`src/rtl/ethtx_sched.sv`:
```
// Round-robin transmit scheduler for two frame sources in front of the TX frame engine;
// sequences txena/txdone, checks frame length and aborts a hung engine with txclr.
module ethtx_sched #(
  parameter int MAXLEN  = 1514,
  parameter int TMO_CYC = 4096,
  parameter int TMOW    = 13
) (
  input  logic        clk,
  input  logic        clr,
  input  logic [1:0]  req,
  input  logic [10:0] len0,
  input  logic [10:0] len1,
  input  logic        skip0,
  input  logic        skip1,
  output logic [1:0]  gnt,
  output logic [1:0]  done,
  output logic [1:0]  err,
  output logic        bufsel,
  output logic [10:0] txcntb,
  output logic        skipb,
  output logic        txena,
  input  logic        txdone,
  output logic        txclr,
  output logic        busy,
  output logic [15:0] nframes
);

  typedef enum logic [2:0] {IDLE, CHECK, START, WAIT, DRAIN, RELEASE} state_t;

  state_t            state;
  logic              lp;
  logic              id;
  logic              nxt_id;
  logic [10:0]       len_q;
  logic              skip_q;
  logic [TMOW-1:0]   tmo_cnt;

  // Ties go to the source not served last; a lone requester always wins.
  assign nxt_id = (req == 2'b11) ? ~lp : req[1];
  assign busy   = (state != IDLE);

  always_ff @(posedge clk or posedge clr) begin
    if (clr) begin
      state   <= IDLE;
      lp      <= 1'b1;
      id      <= 1'b0;
      len_q   <= '0;
      skip_q  <= 1'b0;
      tmo_cnt <= '0;
      gnt     <= '0;
      done    <= '0;
      err     <= '0;
      bufsel  <= 1'b0;
      txcntb  <= '0;
      skipb   <= 1'b0;
      txena   <= 1'b0;
      txclr   <= 1'b0;
      nframes <= '0;
    end else begin
      done  <= '0;
      err   <= '0;
      txclr <= 1'b0;
      case (state)
        IDLE: begin
          if (|req) begin
            id     <= nxt_id;
            len_q  <= nxt_id ? len1 : len0;
            skip_q <= nxt_id ? skip1 : skip0;
            state  <= CHECK;
          end
        end
        CHECK: begin
          if (len_q == 11'd0 || len_q > 11'(MAXLEN)) begin
            err[id] <= 1'b1;
            state   <= RELEASE;
          end else begin
            txcntb <= 11'h000 - len_q;
            skipb  <= skip_q;
            bufsel <= id;
            gnt    <= id ? 2'b10 : 2'b01;
            state  <= START;
          end
        end
        START: begin
          txena   <= 1'b1;
          tmo_cnt <= '0;
          state   <= WAIT;
        end
        WAIT: begin
          tmo_cnt <= tmo_cnt + 1'b1;
          // A completion in the last allowed cycle still counts as sent.
          if (txdone) begin
            txena    <= 1'b0;
            done[id] <= 1'b1;
            nframes  <= nframes + 16'd1;
            state    <= DRAIN;
          end else if (tmo_cnt == TMOW'(TMO_CYC - 1)) begin
            txena   <= 1'b0;
            err[id] <= 1'b1;
            txclr   <= 1'b1;
            state   <= DRAIN;
          end
        end
        DRAIN: begin
          if (!txdone && !req[id]) begin
            gnt   <= '0;
            lp    <= id;
            state <= IDLE;
          end
        end
        RELEASE: begin
          if (!req[id]) begin
            lp    <= id;
            state <= IDLE;
          end
        end
        default: state <= IDLE;
      endcase
    end
  end

endmodule
```
`config.mk`:
```
export PLATFORM = sky130hd
export DESIGN_NAME = ethtx_sched
export DESIGN_NICKNAME = d
export VERILOG_FILES = /design/src/rtl/ethtx_sched.sv
export SDC_FILE = /design/constraint.sdc
export NUM_CORES = 1
export LEC_CHECK = 0
export ABC_CLOCK_PERIOD_IN_PS = 2100
export BUFFER_PORTS_ARGS = -buffer_cell sky130_fd_sc_hd__buf_2
export CORE_MARGIN = 2
export CORE_UTILIZATION = 50
export CTS_BUF_LIST = sky130_fd_sc_hd__clkbuf_8
export DETAILED_ROUTE_END_ITERATION = 16
export PLACE_DENSITY = 0.77
export SLEW_MARGIN = 10
export SYNTH_ARGS = -nofsm -noshare
export SYNTH_HDL_FRONTEND = slang
export SYNTH_SLANG_ARGS = --single-unit
```
`constraint.sdc`:
```
create_clock -name clk -period 2.1 [get_ports clk]
set_input_delay 0.315 -clock clk [delete_from_list [all_inputs] [get_ports clk]]
set_output_delay 0.315 -clock clk [all_outputs]
set_load 0.03 [all_outputs]
```
==> results.md <==
* DR DRC count at 0
* Layout cell share with drive strength beyond 1 at 33.3%
* Reg-to-Reg End: bufsel
* Worst clock skew at 8.86 ps
* Worst EP required at 2330 ps
* Pre-CTS setup slack at 13.9 ps
* FF-to-FF Start: len_q[8]
* EDFF count, synth at 0
* FF+latch count, synth at 67
* Power per cell area at 1340 nW/um^2
* Gr ovfl total at 0
* Worst skew pair latency at about 350 ps
* Netlist cell types at 51
* Final hold violations at 0
* Critical Path End Type: register
* Area of the multi-input gates at around 1500 sq um
* # setup viols final at 0
* Worst hold margin at 256 ps
* Min-Delay Path Class: primary input to register
* ANT cells at 0
* Routed Antenna Nets at 0
* Die ar. at 7260 sq um
* Cell Chain, Critical Path: or3_4, or4b_4, nand3_2, mux2_4
* Slew Limit Fails at 0
* DR pass1 iterations at 4
* Fin util at 64.3%
* Drt initial violations at 126
* Sequential area share after synthesis at 50.9%
* CTS buffer count at 9
* Top Ports at 67
* CTS resizes at 0
* Max H-tree Level at 3
* Post-synth top cells: dfrtp_1 (66), nor2_1 (31), a21oi_1 (18)
* Worst-Margin Slew at ~440 ps
* Mapped Nets at 332
* Antenna violations before repair at 0
* Syn Std Cell Area at 3300 sq um
* CP Launch Type: register
* Count leader, synth: dfrtp_1
* Nets@finish at 427
* Synthesized instance count at about 300
* Worst stage delay on the critical path at 590 ps
* YS warnings at 0
* Core box area at 6350 sq um
* Status: finished, final reports clean
* Setup crit start: len_q[8]
* Input/output buffers at 66
* VDD IR-drop max at roughly 0.79 mV
* First-pass GRT wire length at 11.2 mm
* Vias in the first global route at 2450
* Slowest cell on crit path: or4b_4
* Slew margin rel. at 70.8%
* Ys flop type: dfrtp_1
* Routability congestion estimate at 0.842
* Clk buf depth at 2
* Clk slew on worst S/H paths at 80 ps
* R2R cell count at 4
* Die W at 85.2 microns
* Largest net degree at the start of global routing at 37
* Ys async rst share at 100%
* Post-route minimum period at approximately 2000 ps
* Wire per inst at 14.1 microns
* Lkg Pwr at 2.01 nW
* Critical Path AT at 2230 ps
* Final worst path period share at 95.3%
* Tot GR Track Use at 19.7%
* Root Buffer: clkbuf_8
* Setup TNS at 0 ps
* Synth top area cells: dfrtp_1 (50%), mux2i_1 (4.6%), xor2_1 (4.3%)
* Worst R2R Setup Slack at between 90 and 100 ps
* Kind of critical path: register to register
* Max FO, Critical Path at 7
* RSZ-0062 raised after global routing: false
* Fillers at 501
* Drt total wl at between 6 and 7 mm
* Final worst slack at 98.6 ps
* Die Ht at 85.2 microns
* Number of core rows at 29
* Overall Power at between 5 and 6 mW
* CTS tree: yes
* Vias at 2560
* Via/cell ratio at around 5.4
* Area Growth Syn to Fin at 23.8%
* CTS Sinks at 67
* Max Cap Violations at 0
* Initial core utilization at 51.9%
* Fmax at 0.500 GHz
* Share of the synthesized area in the top cell type at around half
* Critical Path End: bufsel
* DP HPWL at 4.87 mm
* Register area at 1680 sq um
* Mean Syn Cell Area at 11.0 sq um
* Synth area leader: dfrtp_1
[worst max-delay path, delay by kind of cell, from the launching register on]
family / cells / cell delay [ps]
DFF: 1 / 380
muxes: 1 / 320
and+or+nand+nor: 3 / 1200
[cells in the final DEF (no fill, tap or decap), types with 3 or more instances in the layout]
| cell type | n |
|---|---|
| ha_1 | 4 |
| or3_1 | 3 |
| nand2b_1 | 4 |
| nand4_1 | 7 |
| nor2_1 | 31 |
| nor3_1 | 5 |
| a21oi_1 | 18 |
| buf_2 | 66 |
| o21ai_0 | 9 |
| inv_1 | 6 |
| nand3_1 | 15 |
| buf_4 | 25 |
| clkbuf_8 | 9 |
| mux2_2 | 8 |
| dfrtp_1 | 66 |
| mux2i_1 | 15 |
| xnor2_1 | 14 |
| xor2_1 | 16 |
| nand2_1 | 17 |
| mux2_4 | 7 |
| and4_1 | 5 |
[state kept, by name, indices dropped and copies added (netlist names)]
name	flops
nframes	16
tmo_cnt	13
len_q	11
txcntb	11
state	3
done	2
err	2
gnt	2
bufsel	1
id	1
lp	1
skip_q	1
skipb	1
txclr	1
txena	1
[timing repair]
item	4_1_cts	5_1_grt
pin swaps	1	0
gates cloned	0	1
endpoints found under the hold margin	13	0
setup endpoints to repair	1	5
buffers inserted	0	2
hold buffers	1	0
[stage by stage]
step / instances / area (sq um)
floorplan: 299 / 3300
global placement: 456 / 3850
detailed placement: 456 / 3850
CTS: 473 / 4060
global route: 476 / 4080
finish: 476 / 4080
[power breakdown]
part	internal, mW	leakage [nW]	switching, mW	total, mW
clock	0.555	0.0962	0.520	1.08
combinational	1.06	1.06	1.33	2.39
sequential	1.68	0.854	0.315	1.99
total	3.29	2.01	2.16	5.46
[area by class of cell]
class / count / area share (%)
clock buffer: 9 / 3.03
timing repair buffer: 93 / 13.4
inverter: 7 / 0.644
sequential: 67 / 41.1
tap: 77 / 2.36
clock inverter: 7 / 1.87
multi-input combinational: 216 / 37.6
[cell families after synthesis]
group	count (synthesis)	synth area share, %
adder cells (fa/ha/maj)	4	1.52
buffers and inverters	17	2.92
AO/OA/AOI/OAI	43	8.08
multiplexers	30	10.5
flip-flops	67	50.9
AND/OR/NAND/NOR	108	18.1
XOR/XNOR	30	7.97
[routing by layer]
metal	GRT usage, %	up-vias	part of all wire (%)	routed length (microns)
li1	-	1254	-	-
met1	25.8	1221	47	3130
met2	30.6	77	47	3120
met3	6.13	8	5.3	354
met4	7.65	0	1.5	100
met5	0	-	0	0
[worst min-delay path by stage]
stage | startpoint | end | cells after the start
3_5_place_dp | clr | txcntb[3] | 2
2_1_floorplan | len_q[10] | txcntb[10] | 1
6_report | skip0 | skip_q | 3
3_3_place_gp | clr | txcntb[3] | 2
5_1_grt | len0[10] | len_q[10] | 3
4_1_cts | skip0 | skip_q | 3
(Power assumes the default switching activity.)
